$ cat src/rtl/ex_muldiv_unit_if.sv
// Handshake/operand bundle between the EX stage and the iterative
// RV32M multiply/divide unit.
interface ex_muldiv_unit_if #(
  parameter int XLEN = 32
);
  logic            start_ex;
  logic [2:0]      md_op_ex;
  logic [XLEN-1:0] op1_ex;
  logic [XLEN-1:0] op2_ex;
  logic            flush_ex;
  logic            stall_md;
  logic [XLEN-1:0] result_md;
  logic            result_valid_md;

  // Pipeline side: issues the instruction, observes stall and result.
  modport master (
    output start_ex, md_op_ex, op1_ex, op2_ex, flush_ex,
    input  stall_md, result_md, result_valid_md
  );

  // Unit side.
  modport slave (
    input  start_ex, md_op_ex, op1_ex, op2_ex, flush_ex,
    output stall_md, result_md, result_valid_md
  );
endinterface

$ cat src/rtl/ex_muldiv_unit.sv
// Iterative RV32M multiply/divide unit for the EX stage.
// Unsigned shift-add multiply and restoring divide on operand magnitudes,
// 32 steps each, with a final two's-complement sign fix. Divide-by-zero
// and signed overflow finish without iterating.
module ex_muldiv_unit #(
  parameter int XLEN = 32
) (
  input  logic            clk,
  input  logic            resetn,
  ex_muldiv_unit_if.slave md
);

  typedef enum logic [1:0] {
    IDLE    = 2'd0,
    COMPUTE = 2'd1,
    DONE    = 2'd2
  } state_e;

  typedef enum logic [2:0] {
    OP_MUL    = 3'b000,
    OP_MULH   = 3'b001,
    OP_MULHSU = 3'b010,
    OP_MULHU  = 3'b011,
    OP_DIV    = 3'b100,
    OP_DIVU   = 3'b101,
    OP_REM    = 3'b110,
    OP_REMU   = 3'b111
  } md_op_e;

  localparam logic [XLEN-1:0] MIN_NEG = {1'b1, {(XLEN-1){1'b0}}};
  localparam logic [XLEN-1:0] ALL_ONE = {XLEN{1'b1}};

  state_e            r_state;
  md_op_e            r_op;
  logic [4:0]        r_cnt;
  logic [2*XLEN-1:0] r_acc;    // product, or {remainder, quotient}
  logic [XLEN-1:0]   r_a;      // multiplicand / dividend (shifted out MSB first)
  logic [XLEN-1:0]   r_b;      // multiplier (shifted out LSB first) / divisor
  logic              r_neg;    // negate the final result
  logic [XLEN-1:0]   r_result;
  logic              r_valid;

  md_op_e            w_in_op;
  logic              w_op1_neg;
  logic              w_op2_neg;
  logic [XLEN-1:0]   w_mag1;
  logic [XLEN-1:0]   w_mag2;
  logic              w_sign;
  logic              w_special;
  logic [XLEN-1:0]   w_special_res;
  logic [XLEN:0]     w_sum;
  logic [XLEN:0]     w_rem_shift;
  logic [XLEN:0]     w_trial;
  logic [2*XLEN-1:0] w_acc_next;
  logic [2*XLEN-1:0] w_prod;
  logic [XLEN-1:0]   w_quo;
  logic [XLEN-1:0]   w_rem;
  logic [XLEN-1:0]   w_final;

  assign w_in_op = md_op_e'(md.md_op_ex);

  // Operand magnitudes, result sign and early-exit cases for the incoming op.
  always_comb begin
    // NOTE: every signal driven here gets a default first so no path leaves
    // it unassigned; otherwise synthesis infers a latch.
    w_op1_neg     = 1'b0;
    w_op2_neg     = 1'b0;
    w_special     = 1'b0;
    w_special_res = '0;
    if (w_in_op == OP_MULH || w_in_op == OP_MULHSU ||
        w_in_op == OP_DIV  || w_in_op == OP_REM)
      w_op1_neg = md.op1_ex[XLEN-1];
    if (w_in_op == OP_MULH || w_in_op == OP_DIV || w_in_op == OP_REM)
      w_op2_neg = md.op2_ex[XLEN-1];
    w_mag1 = w_op1_neg ? (~md.op1_ex + 1'b1) : md.op1_ex;
    w_mag2 = w_op2_neg ? (~md.op2_ex + 1'b1) : md.op2_ex;
    // Remainder takes the dividend's sign; products and quotients the XOR.
    w_sign = (w_in_op == OP_REM) ? w_op1_neg : (w_op1_neg ^ w_op2_neg);

    if (w_in_op[2] && md.op2_ex == '0) begin
      w_special     = 1'b1;
      w_special_res = w_in_op[1] ? md.op1_ex : ALL_ONE;
    end else if ((w_in_op == OP_DIV || w_in_op == OP_REM) &&
                 md.op1_ex == MIN_NEG && md.op2_ex == ALL_ONE) begin
      w_special     = 1'b1;
      w_special_res = w_in_op[1] ? '0 : MIN_NEG;
    end
  end

  // One iteration step: shift-add multiply or restoring divide.
  always_comb begin
    w_sum       = {1'b0, r_acc[2*XLEN-1:XLEN]} + {1'b0, (r_b[0] ? r_a : '0)};
    w_rem_shift = {r_acc[2*XLEN-1:XLEN], r_a[XLEN-1]};
    w_trial     = w_rem_shift - {1'b0, r_b};
    w_acc_next  = r_acc;
    if (r_op[2]) begin
      if (!w_trial[XLEN])
        w_acc_next = {w_trial[XLEN-1:0], r_acc[XLEN-2:0], 1'b1};
      else
        w_acc_next = {w_rem_shift[XLEN-1:0], r_acc[XLEN-2:0], 1'b0};
    end else begin
      w_acc_next = {w_sum, r_acc[XLEN-1:1]};
    end
  end

  // Sign fix and result selection applied to the last step's accumulator.
  always_comb begin
    w_prod  = r_neg ? (~w_acc_next + 1'b1) : w_acc_next;
    w_quo   = r_neg ? (~w_acc_next[XLEN-1:0] + 1'b1) : w_acc_next[XLEN-1:0];
    w_rem   = r_neg ? (~w_acc_next[2*XLEN-1:XLEN] + 1'b1)
                    : w_acc_next[2*XLEN-1:XLEN];
    w_final = '0;
    case (r_op)
      OP_MUL:                       w_final = w_prod[XLEN-1:0];
      OP_MULH, OP_MULHSU, OP_MULHU: w_final = w_prod[2*XLEN-1:XLEN];
      OP_DIV, OP_DIVU:              w_final = w_quo;
      default:                      w_final = w_rem;
    endcase
  end

  // Control FSM with datapath registers and registered outputs.
  always_ff @(posedge clk or negedge resetn) begin
    if (!resetn) begin
      r_state  <= IDLE;
      r_op     <= OP_MUL;
      r_cnt    <= '0;
      r_acc    <= '0;
      r_a      <= '0;
      r_b      <= '0;
      r_neg    <= 1'b0;
      r_result <= '0;
      r_valid  <= 1'b0;
    end else begin
      // NOTE: non-blocking assignments throughout so every register samples
      // pre-edge values regardless of statement order.
      r_valid <= 1'b0;
      if (md.flush_ex) begin
        r_state <= IDLE;
      end else begin
        case (r_state)
          IDLE: begin
            if (md.start_ex) begin
              r_op  <= w_in_op;
              r_a   <= w_mag1;
              r_b   <= w_mag2;
              r_neg <= w_sign;
              r_acc <= '0;
              r_cnt <= '0;
              if (w_special) begin
                r_result <= w_special_res;
                r_valid  <= 1'b1;
                r_state  <= DONE;
              end else begin
                r_state <= COMPUTE;
              end
            end
          end
          COMPUTE: begin
            r_acc <= w_acc_next;
            r_cnt <= r_cnt + 5'd1;
            if (r_op[2]) r_a <= {r_a[XLEN-2:0], 1'b0};
            else         r_b <= {1'b0, r_b[XLEN-1:1]};
            if (r_cnt == 5'd31) begin
              r_result <= w_final;
              r_valid  <= 1'b1;
              r_state  <= DONE;
            end
          end
          default: r_state <= IDLE;  // DONE: a held start_ex is not a new request
        endcase
      end
    end
  end

  assign md.stall_md        = md.start_ex & ~md.flush_ex & (r_state != DONE);
  assign md.result_md       = r_result;
  assign md.result_valid_md = r_valid;

endmodule

$ cat src/flat_wrapper.sv
// flat-port wrapper written by rule: the top's interface ports become plain ports
module ex_muldiv_unit_flat 
#(
  parameter int XLEN = 32
)
  (clk, resetn, md_start_ex, md_md_op_ex, md_op1_ex, md_op2_ex, md_flush_ex, md_stall_md, md_result_md, md_result_valid_md);
  ex_muldiv_unit_if #(.XLEN(XLEN)) md_i ();
  input  logic clk;
  input  logic resetn;
  input wire logic [$bits(md_i.start_ex)-1:0] md_start_ex;
  input wire logic [$bits(md_i.md_op_ex)-1:0] md_md_op_ex;
  input wire logic [$bits(md_i.op1_ex)-1:0] md_op1_ex;
  input wire logic [$bits(md_i.op2_ex)-1:0] md_op2_ex;
  input wire logic [$bits(md_i.flush_ex)-1:0] md_flush_ex;
  output wire logic [$bits(md_i.stall_md)-1:0] md_stall_md;
  output wire logic [$bits(md_i.result_md)-1:0] md_result_md;
  output wire logic [$bits(md_i.result_valid_md)-1:0] md_result_valid_md;
  assign md_i.start_ex = md_start_ex;
  assign md_i.md_op_ex = md_md_op_ex;
  assign md_i.op1_ex = md_op1_ex;
  assign md_i.op2_ex = md_op2_ex;
  assign md_i.flush_ex = md_flush_ex;
  assign md_stall_md = md_i.stall_md;
  assign md_result_md = md_i.result_md;
  assign md_result_valid_md = md_i.result_valid_md;
  ex_muldiv_unit #(.XLEN(XLEN)) u_core (.clk(clk), .resetn(resetn), .md(md_i));
endmodule
$ cat config.mk
export PLATFORM = sky130hd
export DESIGN_NAME = ex_muldiv_unit_flat
export DESIGN_NICKNAME = d
export VERILOG_FILES = /design/src/rtl/ex_muldiv_unit_if.sv /design/src/rtl/ex_muldiv_unit.sv /design/src/flat_wrapper.sv
export SDC_FILE = /design/constraint.sdc
export NUM_CORES = 1
export LEC_CHECK = 0
export CAP_MARGIN = 25
export CORE_MARGIN = 2
export CORE_UTILIZATION = 35
export CTS_BUF_LIST = sky130_fd_sc_hd__clkbuf_16
export DETAILED_ROUTE_END_ITERATION = 16
export MAX_ROUTING_LAYER = met4
export PLACE_DENSITY_LB_ADDON = 0.1
export RECOVER_POWER = 25
export SLEW_MARGIN = 20
export SYNTH_ARGS = -nofsm -noshare
export SYNTH_HDL_FRONTEND = slang
export SYNTH_SLANG_ARGS = --single-unit
$ cat constraint.sdc
create_clock -name clk -period 6.6 [get_ports clk]
set_clock_uncertainty 0.2 [all_clocks]
set_input_delay 1.65 -clock clk [delete_from_list [all_inputs] [get_ports clk]]
set_output_delay 1.65 -clock clk [all_outputs]
set_load 0.01 [all_outputs]
==> results.json, run 1 <==
{
  "synth_edf_count": 0,
  "dr.pass1.iters": 5,
  "initialDrtViolationCount": 1970,
  "finalCritPeriodShare_pct": 93.7,
  "crit_family": "compound AO/OA/AOI/OAI gates",
  "clock_latency_ns": 0.51,
  "synth_area_sq_um": 17000,
  "violations": "capacitance limit, slew limit",
  "core_sq_um": 47800,
  "synth_area_per_cell_sq_um": 7.46,
  "grt_antenna_before_repair": 1,
  "cp.required_ns": 6.76,
  "num_vias": 18300,
  "track_usage_pct": 31.3,
  "critPathMaxFanout": 33,
  "die_x_microns": 224,
  "clock-sinks": 172,
  "max-vdd-ir-drop_mv": 0.200,
  "crit_chain": "buf_4 -> and2_1 -> ha_1 -> fa_1 -> a21oi_1 -> o21a_1 -> or4b_2 -> a21o_1 -> a21boi_0 -> nor3_1 -> a221o_1 -> nor3_1 -> nand2_1 -> o41ai_1 -> xnor2_1 -> a222oi_1 -> o21ai_0",
  "finalPower_uw": 7060,
  "grt_pass1_vias": 17100,
  "final_nets": 2497,
  "worst_slew_pin_slew_ns": 2.80,
  "slowest_delay_ns": 0.84,
  "place_inst": 2943,
  "cp_slowest_cell": "a222oi_1",
  "fin_tns_setup_ns": 0,
  "slew_headroom_pct": -86.8,
  "syn2layout_area_growth_pct": 15.7,
  "drive_above_1_share_pct": 7.99,
  "critPathKind": "register to register",
  "grt-ovfl-total": 0,
  "path_clk_slew_ns": 0.08,
  "fill_cells": 5014,
  "grt_max_degree": 126,
  "die-area_sq_um": 50300,
  "fp.dieH_microns": 224,
  "cts_inserted_buffers": 17,
  "rows": 80,
  "synth-seq-cells": 172,
  "clockBufferDepth": 2,
  "layout_min_cycle_time_ns": 6.18,
  "max_cap_viol_count": 2,
  "arrival_ns": 6.34,
  "viasPerCell": 6.15,
  "ys_async_sr_fraction_pct": 100,
  "path_buf_inv": 1,
  "synth_seq_area_share_pct": 25.3,
  "ys.flop_type": "dfrtp_1",
  "grt_pass1_wl_mm": 113,
  "initial_core_util_pct": 35.5,
  "min_path_type": "register to register",
  "synth_cells": 2275,
  "setup_violations": 0,
  "dp_slack_ns": 0.204,
  "worst_setup_path_end_kind": "register",
  "cpMostUsedCell": "nor3_1",
  "power_density_nw_per_um2": 359,
  "tritoncts": "built",
  "dpl.hpwl_mm": 59.4,
  "cts-root-buf": "clkbuf_16",
  "ys_types": 101,
  "htreeDepth": 4,
  "setup.worst_path.start_class": "register",
  "maxSlewViolCount": 131,
  "rsz0062_at_grt": "no",
  "leakagePower_uw": 0.00781,
  "finalNonFillerCells": 2981,
  "outcome": "finished, violations left",
  "synth_fp_nets": 2420,
  "place.gp.congestion": 0.998,
  "wl_per_cell_microns": 25.6,
  "clock.fmax_mhz": 162,
  "whs_ns": 0.302,
  "ant_nets": 0,
  "totalWireLength_mm": 76.2,
  "yosys_warnings": 0,
  "drc": 0,
  "hold_violations": 0,
  "worst_slack_ns": 0.417,
  "numPortBuffers": 104,
  "ios": 105
}
worst reg2reg max path, cell delays in order (launching register included):
cell and delay, ns:
dfrtp_1 0.37, buf_4 0.32, and2_1 0.37, ha_1 0.30, fa_1 0.24, a21oi_1 0.12
o21a_1 0.28, or4b_2 0.69, a21o_1 0.21, a21boi_0 0.18, nor3_1 0.10, a221o_1 0.36
nor3_1 0.57, nand2_1 0.19, o41ai_1 0.35, xnor2_1 0.17, a222oi_1 0.85, o21ai_0 0.17
flip-flops by register name (all words and copies together), names as in the netlist:
name                       cells
u_core.r_cnt                   5
u_core.md.result_valid_md      1
u_core.r_a                    32
u_core.r_neg                   1
u_core.r_b                    32
u_core.r_acc                  64
u_core.r_op                    3
u_core.r_state                 2
u_core.md.result_md           32
final cells by class:
cell class | count | area [sq um] | share of cell area [%]
diodes | 1 | 2.50 | 0.0127
clock buffers | 17 | 425 | 2.17
clock inverters | 15 | 208 | 1.06
flip-flops and latches | 172 | 4310 | 21.9
inverters | 67 | 251 | 1.28
repair buffers | 185 | 1680 | 8.53
multi-input cells | 1909 | 12000 | 61.1
well taps | 615 | 769 | 3.92
stage by stage:
step                      utilization, %  instance area [sq um]
after detailed placement            39.6                  18900
after CTS                           40.9                  19600
after global routing                41.1                  19600
final                               41.1                  19600
after global placement              39.5                  18900
after floorplan                        -                  17000
what timing repair did:
item | CTS | global route
resized for setup | 0 | 11
setup endpoints to repair | 0 | 11
hold buffers | 0 | 0
buffers inserted | 0 | 4
final timing paths:
path                                             start                      end  slack, ns  cells after the start
worst max register to register           u_core.r_b[0]  u_core.md.result_md[19]       0.42                     17
worst min register to register  u_core.md.result_md[4]   u_core.md.result_md[4]       0.30                      2
worst max-delay path                     u_core.r_b[0]  u_core.md.result_md[19]       0.42                     17
worst min-delay path            u_core.md.result_md[4]   u_core.md.result_md[4]       0.30                      2
max in group asynchronous                       resetn         u_core.r_acc[30]       1.55                      2
min in group asynchronous                       resetn            u_core.r_b[5]       1.73                      1
per-layer routing:
metal	vias to the layer above	routed length, microns	global-route usage [%]
li1	8522	-	-
met1	8974	36700	45.2
met2	741	32400	44.8
met3	89	5290	5.26
met4	0	1780	8.61
met5	-	0	-
placed cells by master, fill, tap and decap left out, types with 13 or more instances in the layout:
cell type        Yosys  routed
a22o_1              16      16
o221ai_1            18      17
or4_1               14      14
and2_1              43      43
o41ai_1             15      15
nor2_1             189     187
o31ai_1             19      17
a21oi_1            199     199
or2_2               13      13
nand4_1             31      31
clkdlybuf4s50_1      0     103
nor3_1              72      71
inv_1               66      66
a221oi_1            14      14
xor2_1              65      65
o211ai_1            22      22
a31oi_1             33      33
ha_1                72      72
mux2i_1             41      41
nand2_1            286     286
o21a_1              18      18
buf_4                2      76
or3_1               28      28
nor2b_1             15      15
nand3_1             40      40
a21o_1              14      14
and3_1              14      14
nand2b_1            15      15
nor4_1              21      19
o21ai_0            275     273
clkbuf_16            0      17
dfrtp_1            172     170
o22ai_1             16      16
xnor2_1            100     100
a211oi_1            20      19
power breakdown:
| part | internal, uW | switching (uW) |
|---|---|---|
| sequential | 1220 | 202 |
| clock | 610 | 551 |
| combinational | 1540 | 2940 |
cell usage after synthesis (13+ instances only):
cell type    n  area (sq um)
a211oi_1    20           150
a21o_1      14           105
a21oi_1    199           996
a221oi_1    14           123
a22o_1      16           140
a31oi_1     33           206
and2_1      43           269
and3_1      14          87.6
buf_2       21           105
clkbuf_1    95           357
dfrtp_1    172          4300
ha_1        72           901
inv_1       66           248
mux2i_1     41           410
nand2_1    286          1070
nand2b_1    15          93.8
nand3_1     40           200
nand4_1     31           194
nor2_1     189           709
nor2b_1     15          93.8
nor3_1      72           360
nor4_1      21           131
o211ai_1    22           165
o21a_1      18           135
o21ai_0    275          1380
o221ai_1    18           158
o22ai_1     16           100
o31ai_1     19           143
o41ai_1     15           131
or2_2       13          81.3
or3_1       28           175
or4_1       14           105
xnor2_1    100           876
xor2_1      65           569
cells by family (layout without fill, tap and decap cells):
kind of cell    count (synthesis)  after routing  synth area share [%]
mux                            46             46                  2.75
compound gates                792            792                  29.5
other cells                     0              1                     0
buf+inv                       194            284                  4.58
flops                         172            172                  25.3
simple gates                  832            832                  23.8
fa+ha+maj                      74             74                  5.54
xor+xnor                      165            165                  8.51
Note: power is estimated with default switching activity, not from simulation.
==> run 2: changes to the inputs <==
Settings changed: CORE_ASPECT_RATIO set to 0.5, GPL_TIMING_DRIVEN set to 0.
==> results.json, run 2 (synthesis gave the netlist of run 1 again) <==
{
  "outcome": "finished, violations left",
  "violations": "capacitance limit, slew limit",
  "finalPower_uw": 7140,
  "die_x_microns": 316,
  "max-vdd-ir-drop_mv": 0.213,
  "hold_violations": 0,
  "path_clk_slew_ns": 0.07,
  "p_comb_share_pct": 65.1,
  "dpl.hpwl_mm": 63.6,
  "setup_violations": 0,
  "critPathMaxFanout": 10,
  "drive_above_1_share_pct": 7.32,
  "grt_pass1_wl_mm": 116,
  "arrival_ns": 6.58,
  "min_path_type": "register to register",
  "critPathKind": "register to register",
  "rows": 56,
  "startpoint": "u_core.r_a[31]",
  "maxSlewViolCount": 113,
  "postLayoutCellArea_sq_um": 19900,
  "max_cap_viol_count": 2,
  "worst_setup_path_end_kind": "register",
  "regArea_sq_um": 4310,
  "leakagePower_uw": 0.00777,
  "track_usage_pct": 31.8,
  "grt_antenna_before_repair": 2,
  "swShare_pct": 53.7,
  "wl_per_cell_microns": 25.6,
  "fill_cells": 5052,
  "cpMostUsedCell": "buf_4",
  "worstReg2RegStart": "u_core.r_a[31]",
  "clock-sinks": 172,
  "whs_ns": 0.287,
  "slowest_delay_ns": 0.57,
  "totalWireLength_mm": 78.6,
  "viasPerCell": 6.10,
  "worst_slew_pin_slew_ns": 3.24,
  "slew_headroom_pct": -116,
  "numPortBuffers": 103,
  "largest_register_ffs": 64,
  "core_sq_um": 47400,
  "multi_input_area_sq_um": 12200,
  "initial_core_util_pct": 35.9,
  "cts_inserted_buffers": 17,
  "internal_power_uw": 3300,
  "grt-ovfl-total": 0,
  "tritoncts": "built",
  "clock.fmax_mhz": 155,
  "power_density_nw_per_um2": 359,
  "crit_family": "compound AO/OA/AOI/OAI gates",
  "finalCritPeriodShare_pct": 97.9,
  "num_vias": 18700,
  "drc": 0,
  "fin_tns_setup_ns": 0,
  "power_frac_clock_pct": 14.6,
  "cp.required_ns": 6.72,
  "dr.pass1.iters": 6,
  "setup.worst_path.start_class": "register",
  "hold_path_startpoint": "u_core.r_cnt[4]",
  "place.gp.congestion": 1.02,
  "cts-root-buf": "clkbuf_16",
  "layout_commonest_cell": "nand2_1",
  "power_frac_seq_pct": 20.4,
  "net-switching-power_uw": 3830,
  "ios": 105,
  "cp_slowest_cell": "or4_4",
  "largest_register": "u_core.r_acc",
  "path_buf_inv": 7,
  "hold_buffers": 0,
  "most-common-layout-cells": "nand2_1 (284), o21ai_0 (273), a21oi_1 (198)",
  "die-area_sq_um": 50400,
  "final_nets": 2564,
  "initialDrtViolationCount": 2222,
  "fp.dieH_microns": 160,
  "utilization_pct": 42.0,
  "grt_max_degree": 63,
  "htreeDepth": 4,
  "grt_pass1_vias": 17300,
  "clock_latency_ns": 0.48,
  "syn2layout_area_growth_pct": 17.2,
  "dpl_cell_area_sq_um": 19000,
  "ant_nets": 0,
  "layout_min_cycle_time_ns": 6.46,
  "clockBufferDepth": 2
}
[run 2: cell count changes in the layout (fill, tap and decap cells not counted), sizes merged]
cell | before | now
buf | 80 | 51
bufinv | 3 | 2
clkbuf | 19 | 116
clkdlybuf4s50 | 103 | 102
clkinvlp | 2 | 3
inv | 71 | 70
[run 2: cell type report]
type	instances	area share (%)
Tap cell	638	4.01
Clock buffer	17	2.14
Clock inverter	14	0.667
Antenna cell	1	0.0126
Buffer	123	2.79
Inverter	67	1.26
Sequential cell	172	21.7
Timing Repair Buffer	129	6.21
Multi-Input combinational cell	1909	61.3
[run 2: worst paths after layout]
kind / end / slack (ns) / depth (start not counted)
setup reg to reg: u_core.md.result_md[20] / 0.14 / 25
hold reg to reg: u_core.r_cnt[4] / 0.29 / 2
hold / removal: u_core.r_cnt[4] / 0.29 / 2
min in group asynchronous: u_core.r_b[7] / 2.03 / 1
max in group asynchronous: u_core.r_a[31] / 1.20 / 2
setup / recovery: u_core.md.result_md[20] / 0.14 / 25
[run 2: routing by layer]
| layer | track usage, % | up-vias | part of all wire, % |
|---|---|---|---|
| met5 | - | - | 0 |
| met4 | 5.62 | 0 | 1.7 |
| met3 | 6.31 | 77 | 9.5 |
| met2 | 44.1 | 815 | 41 |
| met1 | 47.5 | 9178 | 48 |
| li1 | - | 8653 | - |
[run 2: power by group through the flow]
| stage | logic, uW | registers [uW] | clock network (uW) |
|---|---|---|---|
| 2_1_floorplan | 2850 | 1350 | 0 |
| 3_3_place_gp | 4270 | 1460 | 0 |
| 3_5_place_dp | 4300 | 1460 | 0 |
| 4_1_cts | 4420 | 1440 | 1050 |
| 5_1_grt | 4950 | 1470 | 1090 |
| 6_report | 4640 | 1450 | 1040 |
[run 2: timing repair]
| action | CTS | global route |
|---|---|---|
| setup buffers | 9 | 8 |
| gates resized for setup | 44 | 22 |
| pin swaps | 13 | 11 |
| setup endpoints to repair | 17 | 16 |
[run 2: worst reg2reg max path: cells and delay by family, from the launching register on]
kind,cells,cell delay [ns]
buf+inv,7,1.27
fa+ha+maj,3,0.80
compound gates,11,2.68
flops,1,0.46
xor+xnor,1,0.10
simple gates,3,0.83
[run 2: stage by stage]
stage          setup WS (ns)  std cells
2_1_floorplan         0.0919       2275
3_3_place_gp           -4.17       3016
3_5_place_dp           -2.55       3024
4_1_cts              0.00434       3062
5_1_grt           -0.0000560       3069
6_report               0.136       3070
==> run 3: changes to the inputs <==
Settings changed: CELL_PAD_IN_SITES_DETAIL_PLACEMENT set to 1, CELL_PAD_IN_SITES_GLOBAL_PLACEMENT set to 2, CORE_UTILIZATION 35 to 33.
==> results.json, run 3 (synthesis gave the netlist of run 1 again) <==
{
  "fin_tns_setup_ns": 0,
  "track_usage_pct": 33.0,
  "cp.required_ns": 6.73,
  "clock_latency_ns": 0.49,
  "grt_max_degree": 60,
  "finalCritPeriodShare_pct": 99.2,
  "layout_min_cycle_time_ns": 6.55,
  "internal_power_uw": 3420,
  "tritoncts": "built",
  "hold_violations": 0,
  "worst_slack_ns": 0.0511,
  "die_x_microns": 325,
  "core_sq_um": 50500,
  "critPathMaxFanout": 10,
  "ff2ff_path_depth": 24,
  "violations": "capacitance limit, slew limit",
  "worstHoldPathCells": 2,
  "critPathKind": "register to register",
  "setup.worst_path.start_class": "register",
  "clockBufferDepth": 2,
  "p_comb_share_pct": 64.0,
  "cts-root-buf": "clkbuf_16",
  "whs_ns": 0.296,
  "reg2reg_slack_ns": 0.05,
  "largest_register": "u_core.r_acc",
  "grt_antenna_before_repair": 6,
  "wl_per_cell_microns": 27.7,
  "outcome": "finished, violations left",
  "worst_setup_path_end_kind": "register",
  "htreeDepth": 4,
  "viasPerCell": 6.07,
  "power_frac_clock_pct": 16.3,
  "layout_commonest_cell": "nand2_1",
  "postLayoutCellArea_sq_um": 20100,
  "worst_slew_pin_slew_ns": 3.28,
  "rsz0062_at_grt": "no",
  "drive_above_1_share_pct": 7.89,
  "initial_core_util_pct": 33.6,
  "grt_pass1_vias": 18500,
  "grt-ovfl-total": 0,
  "dpl_cell_area_sq_um": 19000,
  "dr.pass1.iters": 6,
  "path_clk_slew_ns": 0.08,
  "grt_pass1_wl_mm": 126,
  "slew_headroom_pct": -118,
  "leakagePower_uw": 0.00784,
  "r2r_end": "u_core.md.result_md[20]",
  "arrival_ns": 6.68,
  "multi_input_area_sq_um": 12200,
  "clock.fmax_mhz": 153,
  "final_nets": 2566,
  "power_frac_seq_pct": 19.7,
  "hold_end": "u_core.md.result_md[4]",
  "ios": 105,
  "totalWireLength_mm": 86.5,
  "fp.dieH_microns": 164,
  "worstReg2RegStart": "u_core.r_b[0]",
  "net-switching-power_uw": 4030,
  "max_cap_viol_count": 2,
  "dpl.hpwl_mm": 69.7,
  "maxSlewViolCount": 118,
  "swShare_pct": 54.1,
  "initialDrtViolationCount": 1970,
  "power_density_nw_per_um2": 371,
  "ant_nets": 0,
  "dp_slack_ns": -2.90,
  "hold_buffers": 0,
  "startpoint": "u_core.r_b[0]",
  "most-common-layout-cells": "nand2_1 (284), o21ai_0 (271), a21oi_1 (197)",
  "clock-sinks": 172,
  "largest_register_ffs": 64,
  "setup_violations": 0,
  "rows": 58,
  "die-area_sq_um": 53400,
  "cts_inserted_buffers": 17,
  "max-vdd-ir-drop_mv": 0.227,
  "syn2layout_area_growth_pct": 18.4,
  "numPortBuffers": 103,
  "hold_path_startpoint": "u_core.md.result_md[4]",
  "num_vias": 19000,
  "fill_cells": 6311,
  "place.gp.congestion": 0.994,
  "drc": 0,
  "min_path_type": "register to register",
  "regArea_sq_um": 4310
}
run 3: changes by cell type in the layout (fill, tap and decap cells not counted), sizes merged:
cell,before,now
diode,1,2
clkinv,6,3
buf,51,52
inv,70,74
bufinv,2,4
clkinvlp,3,1
clkdlybuf4s18,0,1
run 3: timing repair:
| item | in CTS | in global routing |
|---|---|---|
| gates resized for setup | 53 | 31 |
| endpoints found under the setup margin | 18 | 21 |
| cloned | 0 | 0 |
| pin swaps | 12 | 12 |
| buffers inserted | 8 | 6 |
run 3: stage by stage:
step                      util [%]  power, uW  cells
after CTS                     39.5       7230   3115
after detailed placement      37.7       5910   3076
after floorplan                  -       4200   2275
after global placement        37.4       5820   3068
final                         39.8       7450   3126
after global routing          39.8       7790   3125
run 3: cell type report:
| class | instances | area share, % |
|---|---|---|
| sequential | 172 | 21.4 |
| antenna | 2 | 0.0249 |
| multi-input combinational | 1909 | 60.6 |
| clock inverter | 15 | 1.13 |
| inverter | 67 | 1.25 |
| clock buffer | 17 | 2.12 |
| tap | 690 | 4.29 |
| timing repair buffer | 129 | 6.23 |
| buffer | 125 | 2.89 |
run 3: worst max-delay path, cell delays in order (launching register included):
cell and delay (ns):
dfrtp_2 0.53, ha_1 0.27, inv_1 0.07, fa_2 0.24
a211oi_4 0.09, or4_4 0.57, a21oi_4 0.18, o2111ai_4 0.21
buf_4 0.23, nand3_2 0.20, buf_6 0.22, nand2_4 0.22
a21oi_2 0.32, a21oi_1 0.15, inv_1 0.12, ha_2 0.27
o311ai_1 0.22, clkdlybuf4s18_2 0.34, o21ai_2 0.28, nand4_1 0.15
buf_4 0.21, o31ai_1 0.29, xnor2_1 0.10, a222oi_1 0.49
o221ai_1 0.21
run 3: worst max-delay path by stage:
stage | depth (start not counted) | to | slack [ns]
finish | 24 | u_core.md.result_md[20] | 0.05
global route | 24 | u_core.md.result_md[14] | 0.02
CTS | 23 | u_core.md.result_md[14] | -0.06
detailed placement | 26 | u_core.md.result_md[14] | -2.90
global placement | 1 | u_core.r_a[27] | -4.42
floorplan | 26 | u_core.md.result_md[14] | 0.09
run 3: metal layers:
metal	GRT usage (%)	wire length, microns
met1	47.8	42100
met2	47.6	35900
met3	5.90	7070
met4	6.69	1490
met5	-	0
run 3: power by group through the flow:
stage	Combinational (uW)	Clock (uW)	Sequential, uW
floorplan	2850	0	1350
global placement	4350	0	1470
detailed placement	4440	0	1470
CTS	4550	1220	1450
global route	5050	1260	1480
finish	4770	1210	1470
